`config.mk`:
```
export PLATFORM = sky130hd
export DESIGN_NAME = stage4_mem
export DESIGN_NICKNAME = d
export VERILOG_FILES = /design/src/rtl/stage4_mem_pkg.sv /design/src/rtl/stage4_mem_rdata_hold.sv /design/src/rtl/stage4_mem.sv
export SDC_FILE = /design/constraint.sdc
export NUM_CORES = 1
export LEC_CHECK = 0
export ABC_AREA = 1
export BUFFER_PORTS_ARGS = -buffer_cell sky130_fd_sc_hd__buf_2
export CAP_MARGIN = 25
export CORE_UTILIZATION = 40
export DETAILED_ROUTE_END_ITERATION = 16
export PLACE_DENSITY = 0.73
export SKIP_CTS_REPAIR_TIMING = 1
export SLEW_MARGIN = 10
export SYNTH_ARGS = -nofsm -noshare
export SYNTH_HDL_FRONTEND = slang
export SYNTH_SLANG_ARGS = --single-unit
```
`constraint.sdc`:
```
create_clock -name clk -period 3.2 [get_ports clk]
set_input_delay 0.64 -clock clk [delete_from_list [all_inputs] [get_ports clk]]
set_output_delay 0.64 -clock clk [all_outputs]
set_load 0.05 [all_outputs]
```
`src/rtl/stage4_mem_pkg.sv`:
```
`default_nettype none
// ============================================================================
// Module      : stage4_mem_pkg
// Description : Shared bus widths and field offsets for the pipeline stage
//               buses (execute->memory, memory->write-back, memory->decode).
//               Imported by execute, decode, memory and write-back stages.
// Revision    : 1.0 - initial release
// ============================================================================
package stage4_mem_pkg;

    localparam int WIDTH_ES_TO_MS_BUS = 71;
    localparam int WIDTH_MS_TO_WS_BUS = 70;
    localparam int WIDTH_MS_TO_DS_BUS = 38;

    // execute -> memory bus fields
    localparam int ES_PC_LSB           = 0;
    localparam int ES_GR_WE_BIT        = 32;
    localparam int ES_RES_FROM_MEM_BIT = 33;
    localparam int ES_DEST_LSB         = 34;
    localparam int ES_ALU_RESULT_LSB   = 39;

    // memory -> write-back bus fields
    localparam int MS_PC_LSB           = 0;
    localparam int MS_GR_WE_BIT        = 32;
    localparam int MS_DEST_LSB         = 33;
    localparam int MS_FINAL_RESULT_LSB = 38;

endpackage : stage4_mem_pkg
`default_nettype wire

```
`src/rtl/stage4_mem_rdata_hold.sv`:
```
`default_nettype none
// ============================================================================
// Module      : ms_rdata_hold
// Description : Holds the synchronous data-SRAM read data while a load is
//               stalled in the memory stage, so the result stays stable even
//               after the SRAM output moves on.
// Ports       : clk, reset (async, active-high)
//               i_capture   - valid load occupies the stage and cannot leave
//               i_release   - occupying instruction leaves this cycle
//               i_rdata     - raw SRAM read data
//               o_load_data - held data when captured, else raw read data
// Revision    : 1.0 - initial release
// ============================================================================
module ms_rdata_hold (
    input  logic        clk,
    input  logic        reset,
    input  logic        i_capture,
    input  logic        i_release,
    input  logic [31:0] i_rdata,
    output logic [31:0] o_load_data
);

    logic        r_hold_vld;
    logic [31:0] r_hold_data;

    // Only the first stall cycle is captured; later cycles keep that value.
    always_ff @(posedge clk or posedge reset) begin
        if (reset) begin
            r_hold_vld  <= 1'b0;
            r_hold_data <= 32'd0;
        end else if (i_release) begin
            r_hold_vld  <= 1'b0;
        end else if (i_capture && !r_hold_vld) begin
            r_hold_vld  <= 1'b1;
            r_hold_data <= i_rdata;
        end
    end

    assign o_load_data = r_hold_vld ? r_hold_data : i_rdata;

endmodule : ms_rdata_hold
`default_nettype wire

```
`src/rtl/stage4_mem.sv`:
```
`default_nettype none
// ============================================================================
// Module      : stage4_mem
// Description : Memory-access stage of the five-stage pipeline. Registers the
//               execute->memory bus, selects load data or ALU result, feeds
//               write-back and the decode forwarding bus.
// Config      : MS_RDATA_HOLD_EN - when defined, builds ms_rdata_hold to keep
//               load data stable across write-back stalls.
// Ports       : clk, reset (async, active-high)
//               ws_allow_in / ms_allow_in          - handshake
//               es_to_ms_valid / es_to_ms_bus      - from execute
//               data_sram_rdata                    - SRAM read data
//               ms_to_ws_valid / ms_to_ws_bus      - to write-back
//               ms_to_ds_bus                       - forwarding to decode
// Revision    : 1.0 - initial release
// ============================================================================
module stage4_mem
    import stage4_mem_pkg::*;
(
    input  logic                          clk,
    input  logic                          reset,
    input  logic                          ws_allow_in,
    output logic                          ms_allow_in,
    input  logic                          es_to_ms_valid,
    output logic                          ms_to_ws_valid,
    input  logic [WIDTH_ES_TO_MS_BUS-1:0] es_to_ms_bus,
    input  logic [31:0]                   data_sram_rdata,
    output logic [WIDTH_MS_TO_WS_BUS-1:0] ms_to_ws_bus,
    output logic [WIDTH_MS_TO_DS_BUS-1:0] ms_to_ds_bus
);

    logic                          r_ms_valid;
    logic [WIDTH_ES_TO_MS_BUS-1:0] r_ms_bus;

    logic        w_ms_ready_go;
    logic [31:0] w_pc;
    logic        w_gr_we;
    logic        w_res_from_mem;
    logic [4:0]  w_dest;
    logic [31:0] w_alu_result;
    logic [31:0] w_load_data;
    logic [31:0] w_final_result;

    assign w_ms_ready_go  = 1'b1;
    assign ms_allow_in    = !r_ms_valid || (w_ms_ready_go && ws_allow_in);
    assign ms_to_ws_valid = r_ms_valid && w_ms_ready_go;

    always_ff @(posedge clk or posedge reset) begin
        if (reset) begin
            r_ms_valid <= 1'b0;
        end else if (ms_allow_in) begin
            r_ms_valid <= es_to_ms_valid;
        end
    end

    // Bus register is not cleared on idle cycles; ms_valid qualifies it.
    always_ff @(posedge clk or posedge reset) begin
        if (reset) begin
            r_ms_bus <= '0;
        end else if (es_to_ms_valid && ms_allow_in) begin
            r_ms_bus <= es_to_ms_bus;
        end
    end

    assign w_pc           = r_ms_bus[ES_PC_LSB +: 32];
    assign w_gr_we        = r_ms_bus[ES_GR_WE_BIT];
    assign w_res_from_mem = r_ms_bus[ES_RES_FROM_MEM_BIT];
    assign w_dest         = r_ms_bus[ES_DEST_LSB +: 5];
    assign w_alu_result   = r_ms_bus[ES_ALU_RESULT_LSB +: 32];

`ifdef MS_RDATA_HOLD_EN
    logic w_hold_capture;
    logic w_hold_release;

    assign w_hold_capture = r_ms_valid && w_res_from_mem && !ws_allow_in;
    assign w_hold_release = ms_to_ws_valid && ws_allow_in;

    ms_rdata_hold u_rdata_hold (
        .clk         (clk),
        .reset       (reset),
        .i_capture   (w_hold_capture),
        .i_release   (w_hold_release),
        .i_rdata     (data_sram_rdata),
        .o_load_data (w_load_data)
    );
`else
    // Without the hold register, write-back must never stall a load here.
    assign w_load_data = data_sram_rdata;
`endif

    assign w_final_result = w_res_from_mem ? w_load_data : w_alu_result;

    assign ms_to_ws_bus = {w_final_result, w_dest, w_gr_we, w_pc};
    assign ms_to_ds_bus = {r_ms_valid && w_gr_we, w_dest, w_final_result};

endmodule : stage4_mem
`default_nettype wire

```
==> After elaboration in Yosys (flattened, before gate mapping) <==
Cells that the tools add are included.
{ "totals": {"input_bits": 107, "output_inout_bits": 110, "regBits": 72, "word_cells": 7} }
{ "classes": {"mux": 1, "reduce_logical": 4} }
{ "ops": {"columns": ["cell", "count"], "rows": [
  ["$mux W32", 1],
  ["$logic_and A1 B1 Y1", 2],
  ["$logic_not A1 Y1", 1],
  ["$logic_or A1 B1 Y1", 1]
]} }

==> Longest topological paths before layout <==
{ "logic_depth": {"word_depth": 3, "ltp_mapped": 6, "depth_no_buf": 5} }

==> Least setup slack after synthesis <==
Ideal clock, no wire load.
{ "synth_timing": {"kind": "register -> output", "from": "register r_ms_bus[33]", "to": "output port ms_to_ws_bus[61]", "path_slack_ps": 363, "n_path_buf": 3, "stages_incl_launch_ff": 5, "required_time_ps": 2560, "arrival_time_ps": 2197, "path_cell_list": "dfrtp_1 buf_2 buf_2 o21ai_0 buf_4"} }
{ "synth_between": {"elab_chain_len": 1} }
{ "synth_rtl": {"columns": ["item", "line", "text"], "rows": [
  ["start: declaration", "stage4_mem.sv:33", "logic [WIDTH_ES_TO_MS_BUS-1:0] r_ms_bus;"],
  ["start signal: assignment", "stage4_mem.sv:61", "r_ms_bus <= es_to_ms_bus;"],
  ["$mux W32", "stage4_mem.sv:91", "assign w_final_result = w_res_from_mem ? w_load_data : w_alu_result;"],
  ["end: declaration", "stage4_mem.sv:28", "output logic [WIDTH_MS_TO_WS_BUS-1:0] ms_to_ws_bus,"]
]} }
No other way between the ends.

==> Final worst setup path <==
{ "layout_timing": {"from": "register r_ms_bus[33]", "to": "output port ms_to_ds_bus[28]"} }
{ "layout_between": {"elab_chain_len": 1} }
{ "layout_rtl": {"columns": ["item", "line", "text"], "rows": [
  ["$mux W32", "stage4_mem.sv:91", null],
  ["end: declaration", "stage4_mem.sv:29", "output logic [WIDTH_MS_TO_DS_BUS-1:0] ms_to_ds_bus"]
]} }
No other way between the ends.

==> results.ini <==
[final_layout]
fin_util_pct=48.2
nNetsFinal=726
drive_above_1_share_pct=40.7
area_growth_pct=16.8
instances_no_fill=757
diodes=0
nFillCells=988

[global_routing]
grtUsageTotal_pct=17.0
grt_max_degree=73
grt_pass1_vias=2895
grt_pass1_wl_um=13600
antenna_found_initial=1
gr-total-overflow=0

[floorplan]
io_pins=217
rows=36
start_util_pct=41.2
coreArea_um2=9770
die_y_um=102
die_area_um2=10500
die_x_um=102

[placement]
finalWeightedCongestion=0.716
hpwl_um=6400
pre_cts_ws_ns=1.00
dpl.cell_count=741
io_buffers=216

[cts]
h-tree-depth=3
cts_sinks=72
clock_path_buffers=2
cts_root_buffer=clkbuf_8
clk_latency_ns=0.34
path_clk_slew_ns=0.08
cts_tree=yes
cts_made_buffers=9

[critical_path]
rr_startpoint=ms_to_ws_valid$_DFFE_PP0P_
reg2reg_depth=4
arrival_ns=1.91
end_kind=primary output
cp_max_fo=46
crit_type=flop to primary output
timing.rr.end=r_ms_bus[14]$_DFFE_PP0P_
regToRegSetupSlack_ns=1.40
crit_required_ns=2.56
critPathLaunchType=flop

[detailed_routing]
dr.pass1.iters=4
drt_iter0_drc=53
ant_nets=0
wl_um=9040
vias=3381
drc=0
vias_per_cell=4.47
wl_per_cell_um=11.9

[synth]
syn_area_per_cell_um2=8.18
synth.most_common_cell=nand2_1
ys_ff_latch=72
ys.flop_type=dfrtp_1
synth_top_area_cell=dfrtp_1
synth_area_leaders=dfrtp_1 45%, nand2_1 16%, buf_4 16%
async_reset_ff_share_pct=100
synth_top_area_share_pct=44.7
postSynthNetCount=600
ys.warnings.count=0
syn-instance-count=493
synthTopCellsByCount=176 x nand2_1, 86 x buf_4, 72 x dfrtp_1
synth-edff-count=0
syn_area_um2=4030
synth.distinct_cells=14
seq_area_frac_synth_pct=44.7

[sta]
worst_slack_ns=0.649
post-route-min-period_ns=2.55
rsz0062_at_grt=no
timing.final.crit_share_pct=79.7
hold_violations=0
relSlewSlack_pct=47.1
maxSlewViolCount=0
setup_tns_ns=0
max_freq_mhz=392
setup_viol_count_final=0
finClkSkew_ns=0.00888
worstMarginPinSlew_ns=0.794

[power_and_ir_drop]
leakagePower_nw=2.79
power.density_nw_per_um2=704
finalPower_w=0.00331
ir_drop_v=0.000298

[status]
status=complete, no violations

[run]
cap_violations=0

[hold_path]
hold_class=primary input to async pin

-- state kept, by name, indices dropped and copies added, names as in the netlist --
signal,cells
ms_to_ws_valid,1
r_ms_bus,71
-- logic make-up (layout without fill, tap and decap cells) --
| logic type | after synthesis | after routing | synth area share, % |
|---|---|---|---|
| buffers and inverters | 140 | 271 | 24.0 |
| and+or+nand+nor | 249 | 249 | 27.4 |
| DFF | 72 | 72 | 44.7 |
| AOI/OAI and AO/OA | 32 | 32 | 3.97 |
-- worst max-delay path: stages (launching register included) --
cell     delay [ns]
dfrtp_2        0.78
buf_4          0.32
nand2_1        0.06
o21ai_0        0.10
buf_2          0.31
-- layer usage --
| layer | up-vias | GRT usage, % | share of wire (%) |
|---|---|---|---|
| li1 | 1705 | - | - |
| met2 | 146 | 28.0 | 47 |
| met5 | - | 0 | 0.12 |
| met3 | 11 | 5.13 | 7.8 |
| met1 | 1517 | 21.1 | 43 |
| met4 | 2 | 6.37 | 1.2 |
-- through the flow --
| stage | cell area (um^2) | hold slack, ns |
|---|---|---|
| after floorplan | 4030 | 0.442 |
| after detailed placement | 4490 | 0.453 |
| after CTS | 4710 | 0.452 |
| after global placement | 4490 | 0.448 |
| after global routing | 4710 | 0.486 |
| final | 4710 | 0.438 |
-- final cells by class --
| type | instances | area, um^2 | share of cell area, % |
|---|---|---|---|
| Timing Repair Buffer | 220 | 1120 | 23.9 |
| Multi-Input combinational cell | 281 | 1260 | 26.8 |
| Inverter | 35 | 131 | 2.79 |
| Clock inverter | 7 | 96.3 | 2.05 |
| Sequential cell | 72 | 1800 | 38.3 |
| Clock buffer | 9 | 124 | 2.63 |
| Tap cell | 133 | 166 | 3.53 |
-- layout by cell type, fill, tap and decap left out, types with 3 or more instances in the layout --
cell type | netlist | routed
clkinvlp_4 | 0 | 3
dfrtp_1 | 72 | 71
nand2_1 | 176 | 176
nand3_1 | 57 | 57
buf_2 | 9 | 216
buf_4 | 86 | 3
nand3_2 | 14 | 14
inv_1 | 35 | 34
o21ai_0 | 32 | 32
clkbuf_8 | 0 | 9
-- how the worst max path moves through the flow --
stage	start	to	slack, ns
floorplan	r_ms_bus[33]$_DFFE_PP0P_	ms_to_ws_bus[61]	0.36
global placement	ws_allow_in	ms_allow_in	1.06
detailed placement	r_ms_bus[33]$_DFFE_PP0P_	ms_to_ws_bus[62]	1.0
CTS	r_ms_bus[33]$_DFFE_PP0P_	ms_to_ws_bus[62]	0.61
global route	r_ms_bus[33]$_DFFE_PP0P_	ms_to_ws_bus[66]	0.46
finish	r_ms_bus[33]$_DFFE_PP0P_	ms_to_ds_bus[28]	0.65
-- power by group --
part | switching [W] | internal [W] | leakage, nW
Sequential | 0.0000887 | 0.00103 | 0.882
Clock | 0.000348 | 0.000438 | 0.101
Combinational | 0.00111 | 0.000293 | 1.81
Total | 0.00155 | 0.00177 | 2.79
Note: power is estimated with default switching activity, not from simulation.
